File: src/rtl/sfifo_rr_arbiter.sv
// rtl/sfifo_rr_arbiter.sv - round-robin burst arbiter sharing one sfifo write port among COUNT producers
//
// Ports:
//   clock, reset       rising-edge clock, asynchronous active-low reset
//   receiver_data      COUNT packed producer beats, slice i = [i*WIDTH +: WIDTH]
//   receiver_valid     per-producer valid
//   receiver_ready     per-producer ready, one-hot or zero
//   sender_data        registered output beat
//   sender_valid       registered output valid
//   sender_index       producer that owns the current output beat
//   sender_ready       downstream sfifo ready
module sfifo_rr_arbiter #(
    parameter int WIDTH     = 32,
    parameter int COUNT     = 4,
    parameter int MAX_BURST = 4,
    parameter int IDX_W     = $clog2(COUNT)
) (
    input  logic                     clock,
    input  logic                     reset,
    input  logic [COUNT*WIDTH-1:0]   receiver_data,
    input  logic [COUNT-1:0]         receiver_valid,
    output logic [COUNT-1:0]         receiver_ready,
    output logic [WIDTH-1:0]         sender_data,
    output logic                     sender_valid,
    output logic [IDX_W-1:0]         sender_index,
    input  logic                     sender_ready
);

    localparam int CNT_W = $clog2(MAX_BURST + 1);
    localparam logic [CNT_W-1:0] BURST_MAX = CNT_W'(MAX_BURST);
    localparam logic [IDX_W:0]   COUNT_X   = (IDX_W + 1)'(COUNT);

    logic [WIDTH-1:0] sender_data_q,  sender_data_d;
    logic             sender_valid_q, sender_valid_d;
    logic [IDX_W-1:0] sender_index_q, sender_index_d;
    logic [IDX_W-1:0] owner_q,        owner_d;
    logic [CNT_W-1:0] burst_cnt_q,    burst_cnt_d;
    logic [IDX_W-1:0] last_ptr_q,     last_ptr_d;

    logic             any_valid;
    logic             load_en;
    logic             hold;
    logic             rr_found;
    logic [IDX_W-1:0] rr_sel;
    logic [IDX_W:0]   scan_idx;
    logic [IDX_W-1:0] sel;

    assign any_valid = |receiver_valid;
    assign load_en   = !sender_valid_q || sender_ready;

    // Owner keeps the grant only while it stays valid inside an open burst.
    assign hold = receiver_valid[owner_q] && (burst_cnt_q != '0) && (burst_cnt_q < BURST_MAX);

    // Scan starts just after the last winner and wraps; the last winner
    // itself is visited last, which re-grants a lone producer without a bubble.
    always_comb begin
        rr_found = 1'b0;
        rr_sel   = last_ptr_q;
        scan_idx = '0;
        for (int k = 1; k <= COUNT; k++) begin
            scan_idx = {1'b0, last_ptr_q} + (IDX_W + 1)'(k);
            if (scan_idx >= COUNT_X) begin
                scan_idx = scan_idx - COUNT_X;
            end
            if (!rr_found && receiver_valid[scan_idx[IDX_W-1:0]]) begin
                rr_found = 1'b1;
                rr_sel   = scan_idx[IDX_W-1:0];
            end
        end
    end

    assign sel = hold ? owner_q : rr_sel;

    // Ready is forced low during reset so producers keep their beats.
    always_comb begin
        receiver_ready = '0;
        for (int i = 0; i < COUNT; i++) begin
            receiver_ready[i] = reset && load_en && any_valid && (sel == IDX_W'(i));
        end
    end

    always_comb begin
        sender_data_d  = sender_data_q;
        sender_valid_d = sender_valid_q;
        sender_index_d = sender_index_q;
        owner_d        = owner_q;
        burst_cnt_d    = burst_cnt_q;
        last_ptr_d     = last_ptr_q;
        if (load_en) begin
            if (any_valid) begin
                sender_data_d  = receiver_data[int'(sel)*WIDTH +: WIDTH];
                sender_valid_d = 1'b1;
                sender_index_d = sel;
                last_ptr_d     = sel;
                owner_d        = sel;
                if ((sel == owner_q) && (burst_cnt_q < BURST_MAX)) begin
                    burst_cnt_d = burst_cnt_q + 1'b1;
                end else begin
                    burst_cnt_d = CNT_W'(1);
                end
            end else begin
                // Idle cycle releases the grant; data/index keep last beat.
                sender_valid_d = 1'b0;
                burst_cnt_d    = '0;
            end
        end
    end

    always_ff @(posedge clock or negedge reset) begin
        if (!reset) begin
            sender_data_q  <= '0;
            sender_valid_q <= 1'b0;
            sender_index_q <= '0;
            owner_q        <= '0;
            burst_cnt_q    <= '0;
            last_ptr_q     <= IDX_W'(COUNT - 1);
        end else begin
            sender_data_q  <= sender_data_d;
            sender_valid_q <= sender_valid_d;
            sender_index_q <= sender_index_d;
            owner_q        <= owner_d;
            burst_cnt_q    <= burst_cnt_d;
            last_ptr_q     <= last_ptr_d;
        end
    end

    assign sender_data  = sender_data_q;
    assign sender_valid = sender_valid_q;
    assign sender_index = sender_index_q;

endmodule

File: config.mk
export PLATFORM = sky130hd
export DESIGN_NAME = sfifo_rr_arbiter
export DESIGN_NICKNAME = d
export VERILOG_FILES = /design/src/rtl/sfifo_rr_arbiter.sv
export SDC_FILE = /design/constraint.sdc
export NUM_CORES = 1
export LEC_CHECK = 0
export ABC_AREA = 1
export CAP_MARGIN = 5
export CORE_ASPECT_RATIO = 1.4
export CORE_MARGIN = 2
export CORE_UTILIZATION = 52
export CTS_CLUSTER_DIAMETER = 30
export DETAILED_ROUTE_END_ITERATION = 12
export DONT_BUFFER_PORTS = 1
export MAX_ROUTING_LAYER = met4
export PLACE_DENSITY = 0.67
export SYNTH_ARGS = -nofsm -noshare
export SYNTH_HDL_FRONTEND = slang
export SYNTH_SLANG_ARGS = --single-unit
File: constraint.sdc
create_clock -name clock -period 4.35 [get_ports clock]
set_input_delay 0.87 -clock clock [delete_from_list [all_inputs] [get_ports clock]]
set_output_delay 0.87 -clock clock [all_outputs]
set_load 0.05 [all_outputs]
Yosys cells after proc, flatten, opt, wreduce, memory -nomap -nowiden. Cells that the tools add are included.

Bits in registers: 40. Memories: 0. Latch bits: 0. Memory bits (read-only): 0. Memory bits (writable): 0. Output and inout bits: 39. Input bits: 135.

Add/sub/neg operators: 9. Multiply operators: 0. Shift-type cells: 1. Equality and inequality tests: 4. Multiplexer cells: 25. Divide/modulo/power cells: 0. Bitwise logic cells: 0. Reductions and logical operators: 21. Order comparisons: 10.

Operator list (number): 128-bit by 8-bit variable part select with 32-bit output (1); 2-bit 2-to-1 mux (9); 2-bit by 3-bit less-than comparator with 1-bit output (second input constant) (5); 3-bit greater-or-equal comparator (second input constant) (4); 1-bit logical AND (12); 1-bit binary-select mux with 2-bit select (5); 1-bit 2-to-1 mux (9); 2-bit by 1-bit subtractor with 2-bit output (second input constant) (4); 2-bit by 2-bit adder with 3-bit output (second input constant) (2); 3-bit 2-to-1 mux (2); 2-bit equality test (second input constant) (2); 1-bit zero test (4); 4-bit OR reduction (1); 2-bit by 1-bit adder with 3-bit output (second input constant) (1); 2-bit by 3-bit adder with 3-bit output (second input constant) (1); 3-bit by 1-bit adder with 3-bit output (second input constant) (1); 3-bit less-than comparator (second input constant) (1); 3-bit nonzero test (1); 2-bit by 1-bit equality test with 1-bit output (second input constant) (1); 2-bit equality test (1); 2-bit zero test (1); 2-bit AND reduction (1); 1-bit logical OR (1).

Logic depth before layout (Yosys ltp). Gate-level depths: netlist of the first run.

Depth after elaboration: 20. Depth in mapped cells: 20.

Least setup slack after synthesis of the first run. Ideal clock, no wire load.

Path kind: in2out. Start point: in receiver_valid[0]. End point: out receiver_ready[0]. Cell stages on the path: 10. Slack: 0.459 ns. Path buffers: 2. Data arrival time: 3.021 ns. Data required time: 3.480 ns. Cell sequence: inv_1 -> o21ai_0 -> nand4_4 -> inv_1 -> nand2_1 -> nand2_4 -> buf_6 -> buf_6 -> inv_2 -> nor3_1.

Longest elaborated chain between the ends: 15.

Ends and longest elaborated chain: start, declared (line 21) `input logic [COUNT-1:0] receiver_valid,`; 1-bit binary-select mux with 2-bit select (line 65) `if (!rr_found && receiver_valid[scan_idx[IDX_W-1:0]]) begin`; 1-bit 2-to-1 mux (not written as such) (line 65); 1-bit 2-to-1 mux (line 65); 1-bit zero test (line 65); 1-bit logical AND (line 65); 1-bit 2-to-1 mux (line 65); 1-bit zero test (line 65); 1-bit logical AND (line 65); 1-bit 2-to-1 mux (line 65); 1-bit zero test (line 65); 1-bit logical AND (line 65); 2-bit 2-to-1 mux (line 65); 2-bit 2-to-1 mux (line 72) `assign sel = hold ? owner_q : rr_sel;`; 2-bit zero test (line 78) `receiver_ready[i] = reset && load_en && any_valid && (sel == IDX_W'(i));`; 1-bit logical AND * (line 78); end, declared (line 22) `output logic [COUNT-1:0] receiver_ready,`.

Mark *: on every way between the ends. The rest lies on a longest branch, timed or not. The select of a mux whose other input is x is not followed.

Worst setup path in the final report of the first run.
Start point: reg owner_q[0]. End point: out receiver_ready[2].

Longest elaborated chain between the ends: 7.

Ends and longest elaborated chain: start, declared (line 36) `logic [IDX_W-1:0] owner_q, owner_d;`; start signal, assigned (line 121) `owner_q <= owner_d;`; 1-bit binary-select mux with 2-bit select (line 52) `assign hold = receiver_valid[owner_q] && (burst_cnt_q != '0) && (burst_cnt_q < BURST_MAX);`; 1-bit 2-to-1 mux (not written as such) (line 52); 1-bit logical AND (2 in series) (line 52); 2-bit 2-to-1 mux * (line 72); 2-bit equality test * (line 78); 1-bit logical AND * (line 78).

Marks and branches as above.

==> results of run 1 <==
[worst max-delay path, cell delays in order (launching register included)]
cell and delay [ns]:
dfrtp_1 0.74, a21oi_1 0.15, o21ai_0 0.18, nand4_4 0.24, inv_1 0.12, nand2_2 0.07, nand2_4 0.29, inv_2 0.08
nor3_1 0.17, buf_4 0.23
[per-layer routing]
metal / track usage / wire, µm
met4: 0.0784 / 137
met1: 0.289 / 3510
met2: 0.443 / 4460
met5: - / 0
met3: 0.0491 / 533
[through the flow]
step	hold slack, ns	instance area, µm²	instances	util	worst slack, ns
final	0.265	3400	623	0.548	0.895
after CTS	0.254	3400	623	0.548	0.859
after global routing	0.245	3400	623	0.548	0.592
after floorplan	0.449	3350	568	-	0.459
after detailed placement	0.466	3280	615	0.528	1.04
after global placement	0.466	3280	615	0.528	1.06
[final timing paths]
| check | slack [ns] | startpoint | to |
|---|---|---|---|
| worst max-delay path | 0.89 | owner_q[0]$_DFFE_PN0P_ | receiver_ready[2] |
| worst min-delay path | 0.27 | reset | sender_data[16]$_DFFE_PN0P_ |
| worst max register to register | 1.66 | owner_q[0]$_DFFE_PN0P_ | sender_data[25]$_DFFE_PN0P_ |
| worst min register to register | 0.49 | burst_cnt_q[2]$_DFFE_PN0N_ | burst_cnt_q[2]$_DFFE_PN0N_ |
| max in group asynchronous | 3.89 | reset | last_ptr_q[0]$_DFFE_PN1P_ |
| min in group clock | 0.49 | burst_cnt_q[2]$_DFFE_PN0N_ | burst_cnt_q[2]$_DFFE_PN0N_ |
[cell families (layout without fill, tap and decap cells)]
logic type	count (synthesis)	after routing
compound gates	12	12
fa+ha+maj	2	2
buf+inv	53	36
flops	40	40
mux	1	1
simple gates	460	460
[cell usage after synthesis (5+ instances only)]
cell,n
buf_2,15
buf_4,10
buf_6,8
dfrtp_1,38
inv_1,13
nand2_1,359
nand2_2,7
nand3_1,72
nand4_1,5
o21ai_0,6
[state kept, by name, summed over array words and instances, names as in the netlist]
name	cells
last_ptr_q	2
owner_q	2
sender_valid	1
burst_cnt_q	3
sender_data	32
[layout make-up]
class / count / area [µm²] / area share
multi-input combinational: 475 / 2040 / 0.599
sequential: 40 / 1000 / 0.295
clock buffer: 7 / 96.3 / 0.0283
tap: 72 / 90.1 / 0.0265
timing repair buffer: 10 / 75.1 / 0.0221
inverter: 18 / 70.1 / 0.0206
clock inverter: 1 / 30.0 / 0.00882
==> qor.yml, run 1 <==
coreArea_um2: 6210
cts_tree: "built"
crit_type: "register to output port"
drt-wirelength-per-cell_um: 13.9
cts_setup_buffers: 0
dieWidth_um: 71.8
finalCriticalPeriod_ns: 3.46
critPathMaxFanout: 36
start_kind: "register"
clkTransAtPathRegs_ns: 0.08
final_cell_mix: "358 x nand2_1, 72 x nand3_1, 38 x dfrtp_1, 13 x inv_1, 10 x buf_4"
grt_overflow: 0
rr_worst_depth: 13
rsz0062_at_grt: "no"
netlist.area_leader.share: 0.402
start_util: 0.539
clockBufferDepth: 2
nNetsFinal: 687
drv_cap: 0
synth_compound_area_frac: 0.0191
drt_wl_total_um: 8640
async_flop_share: 1.00
ys_types: 26
cts_sinks: 40
htree_levels: 2
drc_errors: 0
yosys_register_bits: 40
cts-hold-fix-buffers: 0
numCtsBuffers: 5
dieArea_um2: 7110
synthCells: 568
grt_usage: 0.253
setup_viol_count_final: 0
status: "finished, final reports clean"
antenna_found_initial: 0
syn-num-nets: 705
synth_edf_count: 0
hpwl_um: 6240
fillers: 685
ys.flop_type: "dfrtp_1"
hold_class: "primary input to async pin"
finalCritPeriodShare: 0.794
syn-cell-area_um2: 3350
yosysSeqAreaShare: 0.300
portBuffers: 0
initialDrtViolationCount: 164
drtAntennaViolNets: 0
grt_pass1_vias: 3117
grt_max_degree: 66
critPathCaptureType: "output port"
vias: 3353
skew_ns: 0.00972
cp.arrival_ns: 2.59
die_h_um: 99.0
yosysTopAreaCell: "nand2_1"
clock_latency_ns: 0.29
n_antenna_cell: 0
cp.required_ns: 3.48
cts_root_buffer: "clkbuf_8"
relSlewSlack: 0.322
layout-drive-gt1-share: 0.0799
synth-xor-area-share: 0
synthAdderAreaFrac: 0.00747
via_per_inst: 5.38
area_growth_pct: 1.61
syn_area_per_cell_um2: 5.90
setup_tns_ns: 0
fmax_ghz: 0.289
finalMaxSlewViolations: 0
place_congestion: 0.849
worst_pin_slew_ns: 1.02
final_common_cell: "nand2_1"
ioPinCount: 174
synth_top_family_by_area: "simple AND/OR/NAND/NOR gates"
synthTopCellsByArea: "nand2_1 40%, dfrtp_1 28%, nand3_1 11%"
finalHoldViolations: 0
synth_warnings: 0
placementRows: 34
muxShareOfSynthArea: 0.00672
grt_first_pass_wirelength_um: 14100
firstDrtPassIters: 4
post_cts_resize_count: 0
synth-simple-area-share: 0.572
Power of run 1 is not shown: default switching activity piles up to over one toggle a cycle in this logic, so the estimate is an artifact.
==> inputs of run 2 (changes only) <==
- ABC_AREA: 1 -> 0
- PLACE_DENSITY: 0.67 -> 0.7
- clock period: 4.35 -> 3.15 ns (I/O delays scaled with it)
==> run 2 against run 1 <==
  * Clock skew decreased by 0.0065 ns
  * Register-to-register slack worse by 1.1 ns
  * Via count decreased by 28%
  * Die area shrank 8.4%
  * Setup slack lost 0.79 ns
  * Clock-buffer cell count rose by 1
  * Non-clock buffer count is 5 higher
  * Sequential share of layout area grew 0.60 points
  * Cell area fell by 1.9%
  * Global-route usage fell by 0.83 points
  * Utilization rose by 3.0 points
  * Routed wire length is 11% lower
  * Critical path type unchanged
  * Critical endpoint is now receiver_ready[0]
  * Largest cell class unchanged
  * Highest routed layer unchanged
==> qor.yml, run 2 <==
drtAntennaViolNets: 0
relSlewSlack: 0.626
htree_levels: 2
ys.flop_type: "dfrtp_1"
peakVddDrop_mv: 0.804
cp.arrival_ns: 2.41
drt_wl_total_um: 7710
dieWidth_um: 68.8
setup_tns_ns: 0
slowest_delay_ns: 0.64
syn_area_per_cell_um2: 10.2
syn-cell-area_um2: 3050
internal_power_mw: 2.06
netlist.area_leader.share: 0.311
clock_latency_ns: 0.28
hpwl_um: 5780
finalCriticalPeriod_ns: 3.04
finalMaxSlewViolations: 0
start_kind: "register"
cts-hold-fix-buffers: 0
async_flop_share: 1.00
grt_pass1_vias: 2341
path_cells: "mux2_4, o2bb2ai_4, or4_2, and2_4, nor3_4, buf_12"
grt_max_degree: 45
initialDrtViolationCount: 118
placementRows: 33
ys_types: 45
post-route-util: 0.578
cts_setup_buffers: 0
power_density_nw_per_um2: 1420
fmax_ghz: 0.329
cts_root_buffer: "clkbuf_8"
cts_sinks: 40
firstDrtPassIters: 4
crit_family: "simple AND/OR/NAND/NOR gates"
grt_first_pass_wirelength_um: 11600
layout-drive-gt1-share: 0.283
crit_type: "register to output port"
grt_usage: 0.245
fin_area_um2: 3340
nNetsFinal: 429
drv_cap: 0
n_antenna_cell: 0
critical-path-slowest-cell: "or4_2"
cp.required_ns: 2.52
post_cts_resize_count: 0
pwr-share-clk: 0.078
antenna_found_initial: 0
combPwrFrac: 0.555
critPathCaptureType: "output port"
yosysTopAreaCell: "dfrtp_1"
grt_overflow: 0
rsz0062_at_grt: "no"
holdWs_ns: 0.0313
final_cell_mix: "37 x dfrtp_1, 34 x and2_1, 33 x nor2_1, 32 x mux2i_1, 28 x a221oi_2"
p_seq_frac: 0.367
yosys_register_bits: 40
yosysSeqAreaShare: 0.329
final_cells: 363
place_inst: 355
power.leakage_nw: 1.29
setup_viol_count_final: 0
multi_input_area_um2: 1950
swShare: 0.563
via_per_inst: 6.67
synth_edf_count: 0
dieArea_um2: 6510
regArea_um2: 1000
placed_cell_area_um2: 3230
clkTransAtPathRegs_ns: 0.07
finalHoldViolations: 0
coreArea_um2: 5780
finalCritPeriodShare: 0.965
clockBufferDepth: 2
vias: 2421
synthTopCellsByCount: "38 x dfrtp_1, 36 x nor2_1, 35 x and2_1, 33 x mux2i_1, 28 x a221oi_2"
place_congestion: 0.793
hold_class: "primary input to async pin"
numCtsBuffers: 5
ioPinCount: 174
p_sw_mw: 2.66
skew_ns: 0.00325
area_growth_pct: 9.39
cts_tree: "built"
synthTopCellsByArea: "dfrtp_1 31%, a221oi_2 14%, mux2i_1 11%"
cp_num_buf_inv: 1
worst_pin_slew_ns: 0.553
setup_ws_ns: 0.110
drt-wirelength-per-cell_um: 21.2
p_total_mw: 4.73
syn-num-nets: 435
die_h_um: 94.7
final_common_cell: "dfrtp_1"
synth_warnings: 0
largest_reg_flops: 32
drc_errors: 0
synthCells: 298
start_util: 0.528
portBuffers: 0
fillers: 525
place_ws_ns: 0.245
critPathMaxFanout: 8
status: "finished, final reports clean"
post-synth-top-count-cell: "dfrtp_1"
run 2: layout make-up:
class | instances | share of cell area
multi-input cells | 228 | 0.584
flip-flops and latches | 40 | 0.301
repair buffers | 15 | 0.0562
clock buffers | 8 | 0.0300
well taps | 70 | 0.0262
inverters | 2 | 0.00225
run 2: power groups by stage:
stage	combinational (mW)	sequential, mW	clock (mW)
2_1_floorplan	2.25	1.68	0
3_3_place_gp	2.56	1.74	0
3_5_place_dp	2.62	1.75	0
4_1_cts	2.62	1.74	0.380
5_1_grt	2.84	1.77	0.396
6_report	2.62	1.74	0.368
run 2: layer usage:
metal	routed length, µm	track usage	part of all wire
met5	0	-	0
met1	3070	0.300	0.40
met3	354	0.0453	0.046
met2	4190	0.409	0.54
met4	97	0.0670	0.013
run 2: final timing paths:
kind                       slack, ns                          end  cells after the start                       from
setup / recovery                0.11            receiver_ready[0]                      6     owner_q[0]$_DFFE_PN0P_
hold / removal                  0.03  sender_data[27]$_DFFE_PN0P_                      0                      reset
setup reg to reg                0.59  sender_data[27]$_DFFE_PN0P_                      6     owner_q[0]$_DFFE_PN0P_
hold reg to reg                 0.51    last_ptr_q[0]$_DFFE_PN1P_                      2  last_ptr_q[0]$_DFFE_PN1P_
max in group asynchronous       2.92    last_ptr_q[1]$_DFFE_PN1P_                      0                      reset
min in group clock              0.51    last_ptr_q[0]$_DFFE_PN1P_                      2  last_ptr_q[0]$_DFFE_PN1P_
run 2: kinds of logic after synthesis:
group                    synth area share
flip-flops                          0.329
adder cells (fa/ha/maj)           0.00820
AO/OA/AOI/OAI                       0.316
AND/OR/NAND/NOR                     0.179
multiplexers                        0.113
buffers and inverters              0.0553
Note: power is estimated with default switching activity, not from simulation.
==> inputs of run 3 (changes only) <==
- CORE_UTILIZATION: 52 -> 40
- PLACE_DENSITY: 0.7 -> unset
==> run 3 against run 2 <==
  * Highest routed layer unchanged
  * First-iteration DRC count increased by 17%
  * Largest power group unchanged
  * Critical path type unchanged
  * Setup slack got worse by 0.032 ns
  * Clock power decreased by 4%
  * Total power about the same
==> qor.yml, run 3 (synthesized netlist as in run 2, its figures left out) <==
status: "finished, final reports clean"
post-route-util: 0.460
start_kind: "register"
largest_reg_flops: 32
p_total_mw: 4.73
cts_tree: "built"
finalCriticalPeriod_ns: 3.07
htree_levels: 2
finalHoldViolations: 0
pwr-share-clk: 0.075
power.leakage_nw: 1.30
dieWidth_um: 77.8
p_sw_mw: 2.69
n_antenna_cell: 0
die_h_um: 107
rr_worst_depth: 6
hold_class: "primary input to async pin"
setup_ws_ns: 0.0777
vias: 2417
worst_pin_slew_ns: 0.567
power_density_nw_per_um2: 1400
area_growth_pct: 10.9
skew_ns: 0.00607
drv_cap: 0
crit_type: "register to output port"
p_seq_frac: 0.367
fmax_ghz: 0.325
grt_first_pass_wirelength_um: 13100
peakVddDrop_mv: 0.596
ioPinCount: 174
numCtsBuffers: 5
cp.required_ns: 2.52
clock_latency_ns: 0.28
via_per_inst: 6.18
layout-drive-gt1-share: 0.296
drt-wirelength-per-cell_um: 21.0
critPathMaxFanout: 8
finalMaxSlewViolations: 0
cts_root_buffer: "clkbuf_8"
cts_sinks: 40
setup_viol_count_final: 0
dieArea_um2: 8360
antenna_found_initial: 0
initialDrtViolationCount: 138
grt_max_degree: 66
critPathCaptureType: "output port"
drc_errors: 0
setup_tns_ns: 0
rsz0062_at_grt: "yes"
final_cell_mix: "37 x dfrtp_1, 33 x and2_1, 33 x nor2_1, 32 x mux2i_1, 28 x a221oi_2"
coreArea_um2: 7360
final_common_cell: "dfrtp_1"
cts-hold-fix-buffers: 0
portBuffers: 0
start_util: 0.415
clkTransAtPathRegs_ns: 0.08
place_congestion: 0.887
r2r-start: "owner_q[0]$_DFFE_PN0P_"
combPwrFrac: 0.558
swShare: 0.569
drtAntennaViolNets: 0
cts_setup_buffers: 0
drt_wl_total_um: 8200
holdWs_ns: 0.0297
firstDrtPassIters: 4
post_cts_resize_count: 0
nNetsFinal: 430
place_ws_ns: 0.228
reg2reg_slack_ns: 0.53
placementRows: 37
grt_usage: 0.202
reg2reg_to: "sender_data[25]$_DFFE_PN0P_"
internal_power_mw: 2.04
grt_pass1_vias: 2492
relSlewSlack: 0.622
clockBufferDepth: 2
hpwl_um: 5970
cp.arrival_ns: 2.44
grt_overflow: 0
finalCritPeriodShare: 0.975
==> run 3: cell count changes in the layout (fill, tap and decap cells not counted), sizes merged <==
| cell | before | now |
|---|---|---|
| buf | 15 | 16 |
| clkbuf | 8 | 6 |
| clkinv | 0 | 2 |
==> run 3: area by class of cell <==
| class | count | area (µm²) |
|---|---|---|
| Clock buffer | 6 | 82.6 |
| Clock inverter | 2 | 10.0 |
| Fill cell | 687 | 3970 |
| Inverter | 2 | 7.51 |
| Multi-Input combinational cell | 228 | 1970 |
| Sequential cell | 40 | 1000 |
| Tap cell | 97 | 121 |
| Timing Repair Buffer | 16 | 195 |
==> run 3: worst max path at each step <==
| stage | to | slack (ns) | from |
|---|---|---|---|
| floorplan | receiver_ready[0] | 0.04 | owner_q[0]$_DFFE_PN0P_ |
| global placement | receiver_ready[0] | 0.28 | receiver_valid[1] |
| detailed placement | receiver_ready[0] | 0.23 | receiver_valid[1] |
| CTS | receiver_ready[0] | 0.02 | owner_q[0]$_DFFE_PN0P_ |
| global route | receiver_ready[0] | -0.03 | owner_q[0]$_DFFE_PN0P_ |
| finish | receiver_ready[0] | 0.08 | owner_q[0]$_DFFE_PN0P_ |
==> run 3: critical path, stage by stage (launching register included) <==
cell	delay, ns
dfrtp_2	0.48
mux2_4	0.36
o2bb2ai_4	0.16
or4_2	0.64
and2_4	0.21
nor3_4	0.15
buf_12	0.16
==> run 3: power by group through the flow <==
stage          Combinational, mW  Sequential, mW  Clock, mW
6_report                    2.64            1.74      0.354
5_1_grt                     2.88            1.77      0.391
4_1_cts                     2.63            1.73      0.374
3_5_place_dp                2.63            1.74          0
3_3_place_gp                2.58            1.74          0
2_1_floorplan               2.25            1.68          0
==> run 3: metal layers <==
layer / global-route usage / up-vias / wire length (µm) / part of all wire
met5: - / - / 0 / 0
met1: 0.248 / 1191 / 3290 / 0.40
met2: 0.345 / 94 / 4380 / 0.53
li1: - / 1120 / - / -
met3: 0.0327 / 12 / 415 / 0.051
met4: 0.0561 / 0 / 117 / 0.014
==> run 3: metrics by stage <==
step / cells / instance area [µm²]
floorplan: 298 / 3100
global placement: 383 / 3270
detailed placement: 383 / 3270
CTS: 391 / 3360
global route: 391 / 3390
finish: 391 / 3390
